<file path="config.mk">
export PLATFORM = sky130hd
export DESIGN_NAME = bcd_mod_counter_flat
export DESIGN_NICKNAME = d
export VERILOG_FILES = /design/src/rtl/bcd_mod_counter_if.sv /design/src/rtl/bcd_mod_counter.sv /design/src/flat_wrapper.sv
export SDC_FILE = /design/constraint.sdc
export NUM_CORES = 1
export LEC_CHECK = 0
export CORE_ASPECT_RATIO = 1.1
export CORE_UTILIZATION = 49
export DETAILED_ROUTE_END_ITERATION = 7
export GPL_TIMING_DRIVEN = 0
export PLACE_DENSITY_LB_ADDON = 0.3
export SLEW_MARGIN = 20
export SYNTH_ARGS = -nofsm -noshare
export SYNTH_HDL_FRONTEND = slang
export SYNTH_SLANG_ARGS = --single-unit
export TNS_END_PERCENT = 10
</file>
<file path="constraint.sdc">
create_clock -name clk -period 2.14 [get_ports clk]
set_input_delay 0.321 -clock clk [delete_from_list [all_inputs] [get_ports clk]]
set_output_delay 0.321 -clock clk [all_outputs]
set_load 0.01 [all_outputs]
</file>
<file path="src/rtl/bcd_mod_counter_if.sv">
// Bundles the counting controls, preset bus and status outputs of one
// bcd_mod_counter stage.
//   en, up_dn      : count tick qualifier and direction
//   load, load_val : synchronous BCD preset request and value
//   count          : current BCD value, digit 0 in [3:0]
//   co, load_err   : registered wrap strobe and rejected-preset strobe
//   lap, lap_val   : lap capture request and captured value (LAP_CAPTURE_EN only)
// The slave modport is the counter side; master is the controlling side.
interface bcd_mod_counter_if #(
  parameter int unsigned DIGITS = 2
);
  localparam int unsigned W = 4 * DIGITS;

  logic         en;
  logic         up_dn;
  logic         load;
  logic [W-1:0] load_val;
  logic [W-1:0] count;
  logic         co;
  logic         load_err;
`ifdef LAP_CAPTURE_EN
  logic         lap;
  logic [W-1:0] lap_val;
`endif

  modport master (
    output en, up_dn, load, load_val,
`ifdef LAP_CAPTURE_EN
    output lap,
    input  lap_val,
`endif
    input  count, co, load_err
  );

  modport slave (
    input  en, up_dn, load, load_val,
`ifdef LAP_CAPTURE_EN
    input  lap,
    output lap_val,
`endif
    output count, co, load_err
  );
endinterface

</file>
<file path="src/rtl/bcd_mod_counter.sv">
// Multi-digit BCD counter with a configurable modulus, used as the common
// counting stage of the clock/stopwatch chain.
// Ports:
//   clk   : system clock, rising edge
//   rst_n : asynchronous active-low reset
//   bus   : bcd_mod_counter_if.slave (en, up_dn, load, load_val in;
//           count, co, load_err out; lap in / lap_val out when enabled)
// Priority per edge: load > en > hold. co and load_err are one-cycle
// strobes, high in the cycle count first shows the wrapped/cleared value.
// Optional feature: define LAP_CAPTURE_EN to add the lap capture register.
module bcd_mod_counter #(
  parameter int unsigned DIGITS  = 2,
  parameter int unsigned MODULUS = 100
) (
  input logic               clk,
  input logic               rst_n,
  bcd_mod_counter_if.slave  bus
);

  localparam int unsigned W = 4 * DIGITS;

  // Binary-to-BCD conversion, evaluated only at elaboration.
  function automatic logic [W-1:0] to_bcd(input int unsigned v);
    logic [W-1:0] r;
    int unsigned  t;
    r = '0;
    t = v;
    for (int unsigned i = 0; i < DIGITS; i++) begin
      r[4*i +: 4] = 4'(t % 10);
      t = t / 10;
    end
    return r;
  endfunction

  // Terminal value doubles as the preset validity threshold.
  localparam logic [W-1:0] TERM_BCD = to_bcd(MODULUS - 1);

  // Ripple BCD increment: a 9 rolls to 0 and carries on.
  function automatic logic [W-1:0] bcd_inc(input logic [W-1:0] v);
    logic [W-1:0] r;
    logic         carry;
    r     = v;
    carry = 1'b1;
    for (int unsigned i = 0; i < DIGITS; i++) begin
      if (carry) begin
        if (v[4*i +: 4] == 4'd9) begin
          r[4*i +: 4] = 4'd0;
        end else begin
          r[4*i +: 4] = v[4*i +: 4] + 4'd1;
          carry       = 1'b0;
        end
      end
    end
    return r;
  endfunction

  // Ripple BCD decrement: a 0 becomes 9 and borrows on.
  function automatic logic [W-1:0] bcd_dec(input logic [W-1:0] v);
    logic [W-1:0] r;
    logic         borrow;
    r      = v;
    borrow = 1'b1;
    for (int unsigned i = 0; i < DIGITS; i++) begin
      if (borrow) begin
        if (v[4*i +: 4] == 4'd0) begin
          r[4*i +: 4] = 4'd9;
        end else begin
          r[4*i +: 4] = v[4*i +: 4] - 4'd1;
          borrow      = 1'b0;
        end
      end
    end
    return r;
  endfunction

  // With every digit <= 9, an unsigned compare of the BCD words matches
  // the decimal ordering, so no binary conversion is needed.
  function automatic logic bcd_valid(input logic [W-1:0] v);
    logic ok;
    ok = 1'b1;
    for (int unsigned i = 0; i < DIGITS; i++) begin
      if (v[4*i +: 4] > 4'd9) ok = 1'b0;
    end
    return ok && (v <= TERM_BCD);
  endfunction

  logic [W-1:0] count_q, count_d;
  logic         co_q, co_d;
  logic         load_err_q, load_err_d;

  // Next-state: load > en > hold; strobes default low.
  always_comb begin
    count_d    = count_q;
    co_d       = 1'b0;
    load_err_d = 1'b0;
    if (bus.load) begin
      if (bcd_valid(bus.load_val)) begin
        count_d = bus.load_val;
      end else begin
        count_d    = '0;
        load_err_d = 1'b1;
      end
    end else if (bus.en) begin
      if (bus.up_dn) begin
        if (count_q == TERM_BCD) begin
          count_d = '0;
          co_d    = 1'b1;
        end else begin
          count_d = bcd_inc(count_q);
        end
      end else begin
        if (count_q == '0) begin
          count_d = TERM_BCD;
          co_d    = 1'b1;
        end else begin
          count_d = bcd_dec(count_q);
        end
      end
    end
  end

  // State register.
  always_ff @(posedge clk or negedge rst_n) begin
    if (!rst_n) begin
      count_q    <= '0;
      co_q       <= 1'b0;
      load_err_q <= 1'b0;
    end else begin
      count_q    <= count_d;
      co_q       <= co_d;
      load_err_q <= load_err_d;
    end
  end

  assign bus.count    = count_q;
  assign bus.co       = co_q;
  assign bus.load_err = load_err_q;

`ifdef LAP_CAPTURE_EN
  logic [W-1:0] lap_val_q, lap_val_d;

  // Captures the pre-update count, independent of load/en that cycle.
  always_comb begin
    lap_val_d = lap_val_q;
    if (bus.lap) lap_val_d = count_q;
  end

  always_ff @(posedge clk or negedge rst_n) begin
    if (!rst_n) lap_val_q <= '0;
    else        lap_val_q <= lap_val_d;
  end

  assign bus.lap_val = lap_val_q;
`endif

endmodule

</file>
<file path="src/flat_wrapper.sv">
// flat-port wrapper written by rule: the top's interface ports become plain ports
module bcd_mod_counter_flat 
#(
  parameter int unsigned DIGITS  = 2,
  parameter int unsigned MODULUS = 100
)
  (clk, rst_n, bus_en, bus_up_dn, bus_load, bus_load_val, bus_count, bus_co, bus_load_err);
  bcd_mod_counter_if #(.DIGITS(DIGITS)) bus_i ();
  input logic clk;
  input logic rst_n;
  input wire logic [$bits(bus_i.en)-1:0] bus_en;
  input wire logic [$bits(bus_i.up_dn)-1:0] bus_up_dn;
  input wire logic [$bits(bus_i.load)-1:0] bus_load;
  input wire logic [$bits(bus_i.load_val)-1:0] bus_load_val;
  output wire logic [$bits(bus_i.count)-1:0] bus_count;
  output wire logic [$bits(bus_i.co)-1:0] bus_co;
  output wire logic [$bits(bus_i.load_err)-1:0] bus_load_err;
  assign bus_i.en = bus_en;
  assign bus_i.up_dn = bus_up_dn;
  assign bus_i.load = bus_load;
  assign bus_i.load_val = bus_load_val;
  assign bus_count = bus_i.count;
  assign bus_co = bus_i.co;
  assign bus_load_err = bus_i.load_err;
  bcd_mod_counter #(.DIGITS(DIGITS), .MODULUS(MODULUS)) u_core (.clk(clk), .rst_n(rst_n), .bus(bus_i));
endmodule
</file>
==> impl_metrics.env <==
export IMPL_rsz_0062_raised_after_global_routing="no"
export IMPL_clock_tree_htree_level_count=1
export IMPL_worstSetupStartpointType="flip-flop"
export IMPL_detail_route_wirelength_um=2410
export IMPL_synth_area_top_cells="sky130_fd_sc_hd__dfrtp_1 26%, sky130_fd_sc_hd__ha_1 9.1%, sky130_fd_sc_hd__nor2_1 5.8%"
export IMPL_outcome="completed"
export IMPL_placementRows=16
export IMPL_ys_seq_elements=10
export IMPL_core_region_area_um2=1820
export IMPL_clock_skew_final_ns=0.00408
export IMPL_grt_pass1_wl_um=4110
export IMPL_cp_buffers_inverters=1
export IMPL_timing_hold_violations_final=0
export IMPL_synthArstFlopShare_pct=100
export IMPL_dr_first_iter_drc_count=43
export IMPL_drtAntennaViolNets=0
export IMPL_dp_final_hpwl_um=1820
export IMPL_setup_viol_count_final=0
export IMPL_final_fill_count=158
export IMPL_avgViaCountPerCell=5.94
export IMPL_post_synthesis_cell_area_um2=965
export IMPL_critical_path_top_delay_family="compound AO/OA/AOI/OAI gates"
export IMPL_clock_insertion_delay_worst_skew_ns=0.27
export IMPL_max_vdd_ir_drop_mv=0.644
export IMPL_routed_via_count=963
export IMPL_number_of_slew_limit_violations_in_the_final_report=0
export IMPL_slowest_delay_ns=0.44
export IMPL_overall_fraction_of_global_route_tracks_in_use_pct=25.1
export IMPL_pin_count_of_the_biggest_net_entering_global_routing=11
export IMPL_tritoncts="done"
export IMPL_remaining_drc_errors=0
export IMPL_power_uw=1050
export IMPL_relative_contribution_of_sequential_cells_to_total_power_pct=28.1
export IMPL_final_worst_setup_slack_ns=0.138
export IMPL_clock_path_buffers=2
export IMPL_count_of_cell_types_in_the_netlist=46
export IMPL_num_io_pins=23
export IMPL_cts_buffers_inserted=3
export IMPL_timing_reg2reg_setup_slack_ns=0.14
export IMPL_synth_net_count=130
export IMPL_place_congestion=0.886
export IMPL_synth_top_area_share_pct=25.9
export IMPL_global_route_overflow_total=0
export IMPL_layout_drive_gt1_share_pct=15.6
export IMPL_power_switching_share_pct=38.7
export IMPL_p_comb_share_pct=55.4
export IMPL_antenna_violations_before_repair=0
export IMPL_number_of_cells_produced_by_synthesis=110
export IMPL_antennaDiodeCount=0
export IMPL_detailed_place_area_um2=1220
export IMPL_routed_wire_length_per_instance_um=14.8
export IMPL_worstPathArrival_ns=2.19
export IMPL_stdcell_area_um2=1250
export IMPL_fin_util_pct=68.8
export IMPL_port_buffer_count=22
export IMPL_syn2layout_area_growth_pct=29.8
export IMPL_number_of_enable_type_register_cells_in_the_synthesized_netlist=0
export IMPL_synthesis_area_per_instance_um2=8.77
export IMPL_die_y_um=48.5
export IMPL_timing_critical_path_cells="inv_1 > ha_1 > or3b_4 > a221oi_4 > nor2_1 > a31oi_1"
export IMPL_worstPathRequired_ns=2.32
export IMPL_die_w_um=44.3
export IMPL_yosys_warnings=0
export IMPL_initial_utilization_pct=53.0
export IMPL_period_minus_slack_ns=2.00
export IMPL_synth_sequential_area_ratio_pct=25.9
export IMPL_worst_hold_path_type="in2async"
export IMPL_synth_ff_type="sky130_fd_sc_hd__dfrtp_1"
export IMPL_pwr_density_cell_nw_per_um2=839
export IMPL_power_leakage_uw=0.000517
export IMPL_endpoint_kind="flip-flop"
export IMPL_synth_top_cell_by_area="sky130_fd_sc_hd__dfrtp_1"
export IMPL_setup_cp_type="reg2reg"
export IMPL_finalCritPeriodShare_pct=93.6
export IMPL_setup_total_negative_slack_ns=0
export IMPL_critPathSlowestCell="sky130_fd_sc_hd__dfrtp_1"
export IMPL_maxCapViolations=0
export IMPL_tightest_slew_ns=0.532
export IMPL_worstPathMaxFanout=8
export IMPL_nNetsFinal=156
export IMPL_fmax_achieved_mhz=499
export IMPL_die_area_um2=2150
export IMPL_post_place_ws_ns=0.0142
export IMPL_clk_pin_slew_ns=0.07
export IMPL_first_global_vias=976
export IMPL_max_slew_margin_rel_pct=64.4
export IMPL_p_switching_uw=407
export IMPL_power_share_clock_pct=16.5
export IMPL_total_internal_power_uw=644
export IMPL_clock_sinks=10
export IMPL_cts_root_buffer="sky130_fd_sc_hd__clkbuf_4"
export IMPL_drtPass1Iterations=4
cell usage after synthesis, types with 3 or more instances:
cell / count
sky130_fd_sc_hd__o21ai_0: 5
sky130_fd_sc_hd__inv_1: 6
sky130_fd_sc_hd__nor2_1: 15
sky130_fd_sc_hd__buf_6: 4
sky130_fd_sc_hd__nor3b_1: 3
sky130_fd_sc_hd__dfrtp_1: 10
sky130_fd_sc_hd__nand2_1: 4
sky130_fd_sc_hd__a21oi_1: 6
sky130_fd_sc_hd__ha_1: 7
stage by stage:
stage	std cells	hold slack, ns
detailed placement	159	0.579
CTS	163	0.372
finish	162	0.360
global route	162	0.391
global placement	159	0.567
floorplan	110	0.0254
routing by layer:
metal / vias to the layer above / GRT usage [%] / wire (um)
met4: 0 / 10.1 / 57
met5: - / 0 / 0
met3: 11 / 8.58 / 146
li1: 460 / - / -
met1: 454 / 28.1 / 991
met2: 38 / 42.2 / 1210
flip-flops by register name, summed over array words and instances (netlist names):
signal               flops
u_core.bus.load_err      1
u_core.bus.co            1
u_core.bus.count         8
power groups by stage:
stage	Sequential [uW]	Combinational [uW]	Clock, uW
after CTS	290	589	179
after global placement	289	563	0
after floorplan	305	364	0
after detailed placement	294	585	0
final	295	583	174
after global routing	304	638	186
area by class of cell:
| class | instances | area, um2 | area share, % |
|---|---|---|---|
| Inverter | 6 | 22.5 | 1.80 |
| Multi-Input combinational cell | 86 | 624 | 49.9 |
| Buffer | 7 | 63.8 | 5.09 |
| Tap cell | 27 | 33.8 | 2.70 |
| Timing Repair Buffer | 22 | 220 | 17.6 |
| Sequential cell | 10 | 251 | 20.1 |
| Clock buffer | 4 | 36.3 | 2.90 |
worst paths after layout:
kind / startpoint / endpoint / cells past startpoint
worst max-delay path: u_core.bus.count[1]$_DFFE_PN0P_ / u_core.bus.count[6]$_DFFE_PN0P_ / 6
worst min-delay path: rst_n / u_core.bus.count[4]$_DFFE_PN0P_ / 1
worst max register to register: u_core.bus.count[1]$_DFFE_PN0P_ / u_core.bus.count[6]$_DFFE_PN0P_ / 6
worst min register to register: u_core.bus.count[2]$_DFFE_PN0P_ / u_core.bus.co$_DFF_PN0_ / 2
max in group asynchronous: rst_n / u_core.bus.count[0]$_DFFE_PN0P_ / 1
min in group clk: u_core.bus.count[2]$_DFFE_PN0P_ / u_core.bus.co$_DFF_PN0_ / 2
placed cells by master (no fill, tap or decap), types with 2 or more instances in the layout:
cell type and count:
sky130_fd_sc_hd__clkdlybuf4s50_1 22, sky130_fd_sc_hd__nor2_1 15, sky130_fd_sc_hd__dfrtp_1 9, sky130_fd_sc_hd__ha_1 7
sky130_fd_sc_hd__inv_1 6, sky130_fd_sc_hd__a21oi_1 6, sky130_fd_sc_hd__o21ai_0 5, sky130_fd_sc_hd__buf_6 4
sky130_fd_sc_hd__nand2_1 4, sky130_fd_sc_hd__nor3b_1 3, sky130_fd_sc_hd__clkbuf_4 3, sky130_fd_sc_hd__buf_4 2
sky130_fd_sc_hd__and3b_1 2, sky130_fd_sc_hd__nand4_1 2, sky130_fd_sc_hd__a32o_1 2, sky130_fd_sc_hd__and3_1 2
sky130_fd_sc_hd__nand2b_1 2, sky130_fd_sc_hd__a31oi_1 2, sky130_fd_sc_hd__a222oi_1 2, sky130_fd_sc_hd__a22oi_1 2
sky130_fd_sc_hd__o21bai_1 2, sky130_fd_sc_hd__nand3_1 2
kinds of logic (layout without fill, tap and decap cells):
group	count (synthesis)	after routing	synth area share, %
compound gates	34	34	27.9
flops	10	10	25.9
buf+inv	14	39	9.34
mux	1	1	1.04
fa+ha+maj	7	7	9.08
simple gates	44	44	26.7
what timing repair did:
action / CTS / global route
setup endpoints to repair: 1 / 4
setup buffers: 0 / 0
pin swaps: 0 / 1
resized for setup: 1 / 1
endpoints found under the hold margin: 0 / 0
hold buffers: 0 / 0
Power figures use the tool's default switching activity.
